<file path="src/rtl/axi_dw_rd_sequencer.sv">
// -----------------------------------------------------------------------------
// axi_dw_rd_sequencer
//
// Read-channel controller for an AXI data-width downsizer (wide slave port,
// narrow master port). Each slave AR becomes one or more master ARs. The
// returning narrow R beats are sequenced into wide slave beats. The block
// drives the lane-select and lane-write controls of the external packing
// datapath and limits outstanding slave reads to AxiMaxReads.
//
// Ports
//   clk_i, rst_ni           clock, asynchronous active-low reset
//   slv_ar_*                slave-port AR request (valid/ready, addr/len/size/burst)
//   mst_ar_*                master-port AR request, registered
//   mst_r_valid_i/ready_o   master R handshake (rlast is not needed here)
//   slv_r_valid_o/ready_i   slave R handshake
//   slv_r_last_o            last slave beat of the head transaction
//   lane_sel_o              MstBytes slice of the wide beat filled by this beat
//   lane_we_o               write current master data into the lane register
//   unsupported_o           pulse when a non-INCR multi-beat burst is converted
//
// Handshake semantics (all channels): a transfer happens on a rising clock
// edge where valid and ready are both high. A source holds valid and its
// payload stable until the transfer; valid never waits on ready.
// -----------------------------------------------------------------------------
module axi_dw_rd_sequencer #(
   parameter int unsigned AxiMaxReads         = 4,
   parameter int unsigned AxiSlvPortDataWidth = 64,
   parameter int unsigned AxiMstPortDataWidth = 32,
   parameter int unsigned AxiAddrWidth        = 32,
   localparam int unsigned SlvBytes = AxiSlvPortDataWidth / 8,
   localparam int unsigned MstBytes = AxiMstPortDataWidth / 8,
   localparam int unsigned Ratio    = SlvBytes / MstBytes,
   localparam int unsigned LaneW    = (Ratio > 1) ? $clog2(Ratio) : 1
) (
   input  logic                    clk_i,
   input  logic                    rst_ni,
   // slave AR
   input  logic                    slv_ar_valid_i,
   output logic                    slv_ar_ready_o,
   input  logic [AxiAddrWidth-1:0] slv_ar_addr_i,
   input  logic [7:0]              slv_ar_len_i,
   input  logic [2:0]              slv_ar_size_i,
   input  logic [1:0]              slv_ar_burst_i,
   // master AR
   output logic                    mst_ar_valid_o,
   input  logic                    mst_ar_ready_i,
   output logic [AxiAddrWidth-1:0] mst_ar_addr_o,
   output logic [7:0]              mst_ar_len_o,
   output logic [2:0]              mst_ar_size_o,
   output logic [1:0]              mst_ar_burst_o,
   // master R
   input  logic                    mst_r_valid_i,
   output logic                    mst_r_ready_o,
   // slave R
   output logic                    slv_r_valid_o,
   input  logic                    slv_r_ready_i,
   output logic                    slv_r_last_o,
   // packing datapath control
   output logic [LaneW-1:0]        lane_sel_o,
   output logic                    lane_we_o,
   output logic                    unsupported_o
);

   localparam int unsigned MstSizeI = $clog2(MstBytes);
   localparam logic [2:0]  MstSize  = 3'(MstSizeI);
   localparam int unsigned PtrW     = (AxiMaxReads > 1) ? $clog2(AxiMaxReads) : 1;
   localparam int unsigned CntW     = $clog2(AxiMaxReads + 1);

   localparam logic [1:0] BurstFixed = 2'b00;
   localparam logic [1:0] BurstIncr  = 2'b01;
   localparam logic [1:0] BurstWrap  = 2'b10;

   // Address step between 256-beat master chunks.
   localparam logic [AxiAddrWidth-1:0] ChunkBytes = AxiAddrWidth'(256 * MstBytes);
   localparam logic [AxiAddrWidth-1:0] AddrOne    = AxiAddrWidth'(1);

   // Per-transaction descriptor kept for the R sequencing.
   typedef struct packed {
      logic                    narrow;
      logic [2:0]              size;
      logic [7:0]              len;
      logic [1:0]              burst;
      logic [AxiAddrWidth-1:0] addr;   // aligned start address in convert mode
   } desc_t;

   typedef enum logic [0:0] {
      Idle  = 1'b0,
      Issue = 1'b1
   } state_e;

   // ---------------------------------------------------------------------------
   // Descriptor FIFO
   // ---------------------------------------------------------------------------
   desc_t            mem [AxiMaxReads];
   logic [PtrW-1:0]  wptr;
   logic [PtrW-1:0]  rptr;
   logic [CntW-1:0]  count;
   logic             fifo_full;
   logic             fifo_empty;
   logic             push;
   logic             pop;
   desc_t            new_desc;
   desc_t            head;

   assign fifo_full  = (count == CntW'(AxiMaxReads));
   assign fifo_empty = (count == '0);
   assign head       = mem[rptr];

   always_ff @(posedge clk_i) begin
      if (push) begin
         mem[wptr] <= new_desc;
      end
   end

   always_ff @(posedge clk_i or negedge rst_ni) begin
      if (!rst_ni) begin
         wptr  <= '0;
         rptr  <= '0;
         count <= '0;
      end else begin
         if (push) begin
            wptr <= (wptr == PtrW'(AxiMaxReads - 1)) ? '0 : wptr + PtrW'(1);
         end
         if (pop) begin
            rptr <= (rptr == PtrW'(AxiMaxReads - 1)) ? '0 : rptr + PtrW'(1);
         end
         case ({push, pop})
            2'b10:   count <= count + CntW'(1);
            2'b01:   count <= count - CntW'(1);
            default: count <= count;
         endcase
      end
   end

   // ---------------------------------------------------------------------------
   // AR path
   // ---------------------------------------------------------------------------
   state_e                  state;
   logic                    ar_valid;
   logic [AxiAddrWidth-1:0] ar_addr;
   logic [7:0]              ar_len;
   logic [2:0]              ar_size;
   logic [1:0]              ar_burst;
   logic [13:0]             ar_rem;      // master beats left, current chunk included
   logic [13:0]             rem_next;

   logic                    req_narrow;
   logic [AxiAddrWidth-1:0] req_mask;
   logic [AxiAddrWidth-1:0] req_aligned;
   logic [2:0]              req_shift;
   logic [13:0]             req_total;
   logic                    accept;

   always_comb begin
      req_narrow  = (slv_ar_size_i <= MstSize);
      req_mask    = (AddrOne << slv_ar_size_i) - AddrOne;
      req_aligned = slv_ar_addr_i & ~req_mask;
      // Only meaningful in convert mode, where size exceeds MstSize.
      req_shift   = slv_ar_size_i - MstSize;
      req_total   = (14'(slv_ar_len_i) + 14'd1) << req_shift;
      rem_next    = ar_rem - 14'd256;
   end

   // Both depend on registers only.
   assign slv_ar_ready_o = (state == Idle) && !fifo_full;
   assign accept         = slv_ar_valid_i && slv_ar_ready_o;
   assign push           = accept;

   assign unsupported_o = accept && !req_narrow &&
                          (slv_ar_burst_i != BurstIncr) && (slv_ar_len_i != 8'd0);

   always_comb begin
      new_desc        = '0;
      new_desc.narrow = req_narrow;
      new_desc.size   = slv_ar_size_i;
      new_desc.len    = slv_ar_len_i;
      new_desc.burst  = slv_ar_burst_i;
      new_desc.addr   = req_narrow ? slv_ar_addr_i : req_aligned;
   end

   always_ff @(posedge clk_i or negedge rst_ni) begin
      if (!rst_ni) begin
         state    <= Idle;
         ar_valid <= 1'b0;
         ar_addr  <= '0;
         ar_len   <= '0;
         ar_size  <= '0;
         ar_burst <= '0;
         ar_rem   <= '0;
      end else begin
         case (state)
            Idle: begin
               if (accept) begin
                  state    <= Issue;
                  ar_valid <= 1'b1;
                  if (req_narrow) begin
                     ar_addr  <= slv_ar_addr_i;
                     ar_len   <= slv_ar_len_i;
                     ar_size  <= slv_ar_size_i;
                     ar_burst <= slv_ar_burst_i;
                     ar_rem   <= '0;
                  end else begin
                     ar_addr  <= req_aligned;
                     ar_len   <= (req_total > 14'd256) ? 8'd255 : 8'(req_total - 14'd1);
                     ar_size  <= MstSize;
                     ar_burst <= BurstIncr;
                     ar_rem   <= req_total;
                  end
               end
            end
            Issue: begin
               if (mst_ar_ready_i) begin
                  if (ar_rem > 14'd256) begin
                     // Another chunk follows directly; fields change only here.
                     ar_rem  <= rem_next;
                     ar_addr <= ar_addr + ChunkBytes;
                     ar_len  <= (rem_next > 14'd256) ? 8'd255 : 8'(rem_next - 14'd1);
                  end else begin
                     state    <= Idle;
                     ar_valid <= 1'b0;
                  end
               end
            end
            default: begin
               state    <= Idle;
               ar_valid <= 1'b0;
            end
         endcase
      end
   end

   assign mst_ar_valid_o = ar_valid;
   assign mst_ar_addr_o  = ar_addr;
   assign mst_ar_len_o   = ar_len;
   assign mst_ar_size_o  = ar_size;
   assign mst_ar_burst_o = ar_burst;

   // ---------------------------------------------------------------------------
   // R path (combinational from the R handshake inputs)
   // ---------------------------------------------------------------------------
   logic [7:0]              slv_cnt;     // slave beats done for the head
   logic [7:0]              mcnt;        // master beats done for the head
   logic [AxiAddrWidth-1:0] cur_addr;
   logic                    started;     // cur_addr holds a computed address

   logic                    head_valid;
   logic [7:0]              kmask;
   logic                    completing;
   logic [AxiAddrWidth-1:0] eff_addr;
   logic [AxiAddrWidth-1:0] beat_bytes;
   logic [AxiAddrWidth-1:0] incr_addr;
   logic [AxiAddrWidth-1:0] wrap_bytes;
   logic [AxiAddrWidth-1:0] wrap_addr;
   logic [AxiAddrWidth-1:0] next_addr;
   logic [LaneW-1:0]        lane;
   logic                    slv_hs;

   always_comb begin
      head_valid = !fifo_empty;
      // k - 1 where k master beats make one slave beat (convert mode only).
      kmask      = (8'd1 << (head.size - MstSize)) - 8'd1;
      completing = head.narrow || ((mcnt & kmask) == kmask);

      // Narrow mode tracks the real beat address; before the first beat it
      // is the descriptor address itself.
      eff_addr   = started ? cur_addr : head.addr;
      beat_bytes = AddrOne << head.size;
      // Later INCR beats are size-aligned, so an unaligned start snaps down.
      incr_addr  = (eff_addr & ~(beat_bytes - AddrOne)) + beat_bytes;
      wrap_bytes = (AxiAddrWidth'(head.len) + AddrOne) << head.size;
      wrap_addr  = (eff_addr & ~(wrap_bytes - AddrOne)) |
                   (incr_addr & (wrap_bytes - AddrOne));
      case (head.burst)
         BurstFixed: next_addr = eff_addr;
         BurstWrap:  next_addr = wrap_addr;
         default:    next_addr = incr_addr;
      endcase

      if (head.narrow) begin
         lane = eff_addr[MstSizeI +: LaneW];
      end else begin
         // Adding in LaneW bits gives the mod-Ratio wrap for free.
         lane = head.addr[MstSizeI +: LaneW] + mcnt[LaneW-1:0];
      end
   end

   assign slv_r_valid_o = head_valid && mst_r_valid_i && completing;
   assign mst_r_ready_o = head_valid && (completing ? slv_r_ready_i : 1'b1);
   assign lane_we_o     = mst_r_valid_i && mst_r_ready_o;
   assign slv_r_last_o  = slv_r_valid_o && (slv_cnt == head.len);
   assign lane_sel_o    = head_valid ? lane : '0;
   assign slv_hs        = slv_r_valid_o && slv_r_ready_i;
   assign pop           = slv_hs && slv_r_last_o;

   always_ff @(posedge clk_i or negedge rst_ni) begin
      if (!rst_ni) begin
         slv_cnt  <= '0;
         mcnt     <= '0;
         cur_addr <= '0;
         started  <= 1'b0;
      end else if (pop) begin
         slv_cnt  <= '0;
         mcnt     <= '0;
         started  <= 1'b0;
      end else begin
         if (lane_we_o) begin
            mcnt     <= mcnt + 8'd1;
            cur_addr <= next_addr;
            started  <= 1'b1;
         end
         if (slv_hs) begin
            slv_cnt <= slv_cnt + 8'd1;
         end
      end
   end

endmodule
</file>
<file path="config.mk">
export PLATFORM = sky130hd
export DESIGN_NAME = axi_dw_rd_sequencer
export DESIGN_NICKNAME = d
export VERILOG_FILES = /design/src/rtl/axi_dw_rd_sequencer.sv
export SDC_FILE = /design/constraint.sdc
export NUM_CORES = 1
export LEC_CHECK = 0
export BUFFER_PORTS_ARGS = -buffer_cell sky130_fd_sc_hd__buf_4
export CAP_MARGIN = 20
export CORE_AREA = 2 2 126 128
export CTS_CLUSTER_SIZE = 12
export DETAILED_ROUTE_END_ITERATION = 10
export DIE_AREA = 0 0 128 130
export HOLD_SLACK_MARGIN = 0.12
export PLACE_DENSITY = 0.85
export SLEW_MARGIN = 5
export SYNTH_ARGS = -nofsm -noshare
export SYNTH_HDL_FRONTEND = slang
export SYNTH_SLANG_ARGS = --single-unit
</file>
<file path="constraint.sdc">
create_clock -name clk_i -period 4.6 [get_ports clk_i]
set_clock_uncertainty 0.2 [all_clocks]
set_input_delay 0.69 -clock clk_i [delete_from_list [all_inputs] [get_ports clk_i]]
set_output_delay 0.69 -clock clk_i [all_outputs]
set_load 0.02 [all_outputs]
</file>
# Word level (Yosys, flattened, before mapping)

Memories as Yosys holds them, arrays and structs flattened.
Index checks and enable logic that the tools add are counted.

Add/sub/neg operators: 20
Order comparisons: 4
Eq/ne operators: 13
Shift operators: 5
Mux-type cells: 42
Bitwise gates (word level): 11
Reductions and logical operators: 26

Operators by type and width:

| kind                     | number |
|---|---|
| $mux W32                 | 5 |
| $and A32 B32 Y32         | 4 |
| $pmux W32 S2             | 2 |
| $not A32 Y32             | 3 |
| $sub A32 B1 Y32 const B  | 3 |
| $mux W8                  | 10 |
| $shl A1 B3 Y32 const A   | 2 |
| $mux W14                 | 4 |
| $gt A14 B9 Y1 const B    | 3 |
| $add A32 B11 Y32 const B | 1 |
| $add A32 B32 Y32         | 1 |
| $or A32 B32 Y32          | 1 |
| $shl A9 B3 Y32           | 1 |
| $pmux W14 S2             | 1 |
| $sub A8 B1 Y8 const B    | 3 |
| $add A8 B1 Y9 const B    | 2 |
| $add A8 B1 Y8 const B    | 2 |
| $eq A8 B8 Y1             | 2 |
| $pmux W8 S2              | 1 |
| $shl A9 B3 Y14           | 1 |
| $sub A14 B9 Y14 const B  | 1 |
| $logic_and A1 B1 Y1      | 12 |
| $mux W1                  | 12 |
| $and A8 B8 Y8            | 1 |
| other kinds (25)         | 43 |

Register bits after elaboration: 117
RAM bits: 184
Bits of input ports: 51
Output and inout bits: 53
Word-level logic and storage cells: 136
Memories kept: 1

Memories:

| name | depth | width | read ports | clocked after memory_dff | wr ports | line | source |
|---|---|---|---|---|---|---|---|
| mem  | 4     | 46    | 1          | 0                        | 1        | 94   | `desc_t mem [AxiMaxReads];` |

# Longest topological paths before layout

An unclocked memory read counts as a cell.

Depth after elaboration: 12
Mapped depth: 18

# Worst setup path before layout

OpenSTA, ideal clock, no wires.

Path kind: input to output
Start point: in slv_ar_size_i[1]
End point: out unsupported_o
Arrival: 3399 ps
Path slack: 311 ps
Stages: 9
Buffers on the path: 4
Cell sequence: clkbuf_1 > inv_1 > clkbuf_1 > ha_1 > buf_2 > nor2_1 > inv_1 > clkbuf_1 > a2111oi_0

RTL lines:

| what               | line | source |
|---|---|---|
| start: declaration | 42   | `input logic [2:0] slv_ar_size_i,` |
| end: declaration   | 61   | `output logic unsupported_o` |

# Final worst setup path

Start point: reg rptr[0]
End point: out lane_we_o

Cells in the longest elaborated chain, start to end: 10

Ends and longest elaborated chain:

| what                     | line | source |
|---|---|---|
| start: declaration       | 96   | `logic [PtrW-1:0] rptr;` |
| start signal: assignment | 125  | `rptr <= (rptr == PtrW'(AxiMaxReads - 1)) ? '0 : rptr + PtrW'(1);` |
| $mem_v2 Z4 W46 *         | --   |  |
| $sub A3 B2 Y3            | 261  | `kmask = (8'd1 << (head.size - MstSize)) - 8'd1;` |
| $shl A1 B3 Y8            | 261  |  |
| $sub A8 B1 Y8            | 261  |  |
| $and A8 B8 Y8            | 262  | `completing = head.narrow \|\| ((mcnt & kmask) == kmask);` |
| $eq A8 B8 Y1             | 262  |  |
| $logic_or A1 B1 Y1 *     | 262  |  |
| $mux W1 *                | 288  | `assign mst_r_ready_o = head_valid && (completing ? slv_r_ready_i : 1'b1);` |
| $logic_and A1 B1 Y1 *    | 288  |  |
| $logic_and A1 B1 Y1 *    | 289  | `assign lane_we_o = mst_r_valid_i && mst_r_ready_o;` |
| end: declaration         | 60   | `output logic lane_we_o,` |

Every way passes the cells marked *; elsewhere a longest branch is shown, timed or not.

==> metrics.csv <==
metric;value;unit
status;completed;
grt total ovfl;0;
antenna violations before repair;0;
DIE HEIGHT;130;µm
Max VDD drop;0.4134;mV
antenna-violating nets left;0;
CTS tree;built;
Finished Core Util;66.48;%
num rows;46;
WS Path Type;reg2out;
Placed Cells;1115;
leak pwr;4.155;nW
crit start category;flop;
largest net degree at the start of global routing;69;
hold bufs inserted after CTS;0;
critical path fanouts, max;15;
Filler cells;1150;
first drt pass iteration count;8;
Final #Nets;1020;
r2r startpoint;rptr[0]$_DFFE_PN0N_;
Max-Cap Viols;0;
CP cell instances;mux4_2, nand2b_1, ha_1, or3_4, a31oi_4, o21ba_1, buf_4;
area grow syn2layout;17.15;%
die area;16640;µm²
crit-path max cell delay;0.70;ns
CTS clk-pin slew, worst paths;0.06;ns
Starting Density;56.75;%
Clock Path Buffers;2;
CTS Root Cell;clkbuf_16;
Reg2Reg Depth;15;
clk sinks;155;
RR Endpoint;count[2]$_DFFE_PN0P_;
RePlAce Congestion;0.9172;
RSZ-0062 raised after global routing;no;
latest clock arrival within the worst-skew pair;0.42;ns
fraction of the cycle the final worst path needs;91.41;%
HP Class;in2async;
Crit. End Element;output pin;
CP bufs+invs;1;
Slew Limit Headroom;37.88;%
Die X-Extent;128;µm
EDFF count, synth;68;
Vias;7193;
Final min period;4.205;ns
layout cell share with drive strength beyond 1;19.90;%
total CTS buffers;17;
PortBufs;103;
register bit total from synthesis;155;
synthesized area;8753;µm²
DP Wirelength;14.81;mm
Post-Synthesis Mean Instance Area;10.27;µm²
slowest CP cell;mux4_2;
post_cts resized;0;
FF-to-FF setup slack;0.47;ns
Total GRT Usage;27.26;%
synth unique cells;80;
final routed DRC violation total;0;
Post-DP Area;9668;µm²
CP delay by family, top;multiplexers;
initial DRC count;831;
total power;5.622;mW
Async SR Flop Fraction;56.13;%
# setup viols final;0;
arrival time of the worst setup path;3.32;ns
Mapped Nets;930;
critical path required time;3.71;ns
Inserted Diodes;0;
Syn Inst Count;852;
setup bufs post-CTS;0;
Final Hold Viols;0;
vias in the first global route;6963;
H-tree levels;4;
Seq/Total Area, Yosys;48.20;%
setup TNS;0;ns
Synth Flop Type;dfrtp_1;
Non-Filler Instances;1147;
post-route cell area;10250;µm²
Slew Viols, Final;0;
fmax;237.8;MHz
Worst-Margin Slew;0.9317;ns
vias per std cell;6.271;
global-route wire length before repair;35.61;mm
core region area;15420;µm²
I/O Pins;104;
drt wl/cell;19.30;µm
Yosys warnings;0;
PwrDens;548.2;nW/µm²
Routed WL;22.14;mm
logic make-up after synthesis:
kind of cell	count (synthesis)	share of synthesized area, %
adder cells (fa/ha/maj)	27	3.945
AND/OR/NAND/NOR	289	15.97
AO/OA/AOI/OAI	217	16.31
multiplexers	37	7.147
XOR/XNOR	46	4.603
buffers and inverters	81	3.831
flip-flops	155	48.20
layout make-up:
class,count,area (µm²),share of cell area [%]
clock inverter,11,115.1,1.122
clock buffer,21,471.7,4.600
timing repair buffer,116,870.8,8.492
tap,192,240.2,2.343
inverter,36,135.1,1.318
multi-input combinational,616,4203,40.98
sequential,155,4219,41.14
how the worst max path moves through the flow:
stage / slack, ns / depth (start not counted) / end / startpoint
after floorplan: 0.31 / 9 / unsupported_o / slv_ar_size_i[1]
after global placement: 0.70 / 16 / count[2]$_DFFE_PN0P_ / rptr[0]$_DFFE_PN0N_
after detailed placement: 0.49 / 16 / count[2]$_DFFE_PN0P_ / rptr[0]$_DFFE_PN0N_
after CTS: 0.39 / 7 / lane_we_o / rptr[0]$_DFFE_PN0N_
after global routing: 0.20 / 8 / lane_we_o / rptr[0]$_DFFE_PN0N_
final: 0.39 / 7 / lane_we_o / rptr[0]$_DFFE_PN0N_
power breakdown:
group | leakage, nW | internal, mW | switching, mW
combinational | 2.23 | 0.854 | 1.26
sequential | 1.64 | 1.77 | 0.334
clock | 0.282 | 0.842 | 0.560
cell usage in the layout (no fill, tap or decap), types with 23 or more instances in the layout:
cell type  netlist  final
buf_4            0    116
nand2_1        101    101
dfrtp_1         87     87
o21ai_0         73     72
edfxtp_1        68     68
nor2_1          58     58
a21oi_1         36     36
inv_1           34     34
nand3_1         32     32
xnor2_1         26     26
ha_1            26     26
nor3_1          23     23
sequential cells by signal, indices dropped and copies added, names as in the netlist:
register and cells:
state 1, started 1, mst_ar_valid_o 1, ar_rem 14, cur_addr 3, wptr 2, mst_ar_size_o 3, count 3
mcnt 7, mst_ar_len_o 8, mst_ar_addr_o 32, slv_cnt 8, mem 68, mst_ar_burst_o 2, rptr 2
synth_stat cells (6+ instances only):
library cell / n / area share, %
nand2b_1: 10 / 0.71
a22oi_1: 10 / 0.86
mux2_2: 9 / 1.2
a31oi_1: 7 / 0.50
a21oi_1: 36 / 2.1
nand4_1: 6 / 0.43
ha_1: 26 / 3.7
dfrtp_1: 87 / 25
edfxtp_1: 68 / 23
o22ai_1: 8 / 0.57
nand3_1: 32 / 1.8
a222oi_1: 6 / 0.69
buf_2: 7 / 0.40
xnor2_1: 26 / 2.6
and3_1: 17 / 1.2
nor2_1: 58 / 2.5
o211ai_1: 10 / 0.86
o21ai_0: 73 / 4.2
mux4_2: 18 / 4.6
nand2_1: 101 / 4.3
o21a_1: 6 / 0.51
xor2_1: 20 / 2.0
nor3_1: 23 / 1.3
clkbuf_1: 29 / 1.2
mux2i_1: 7 / 0.80
or3_1: 9 / 0.64
buf_1: 6 / 0.26
inv_1: 34 / 1.5
o31ai_1: 10 / 0.86
per-layer routing:
metal	share of wire (%)	global-route usage [%]	routed length [µm]	vias up
li1	-	-	-	3343
met1	40	35.02	8911	3507
met2	51	47.15	11200	290
met3	6.4	5.125	1415	53
met4	2.8	8.985	612	0
met5	0	0	0	-
metrics by stage:
| stage | hold WS (ns) | setup WS [ns] |
|---|---|---|
| finish | 0.1734 | 0.3950 |
| global route | 0.2529 | 0.2018 |
| CTS | 0.2151 | 0.3948 |
| detailed placement | 0.2616 | 0.4924 |
| global placement | 0.2549 | 0.7020 |
| floorplan | 0.1944 | 0.3111 |
worst register-to-register path, cell delays in order, from the launching register on:
cell and delay, ns:
dfrtp_1 0.47, mux4_2 0.71, nand2b_1 0.24, ha_1 0.25, xnor2_1 0.20, a2bb2oi_2 0.19, a31oi_4 0.14, nor2_4 0.13
nand2_2 0.17, nor2_8 0.20, ha_1 0.22, inv_1 0.08, fa_1 0.40, xor2_1 0.16, nor2_1 0.14, xor2_1 0.16
No activity file was read; power rests on OpenSTA's default activity.
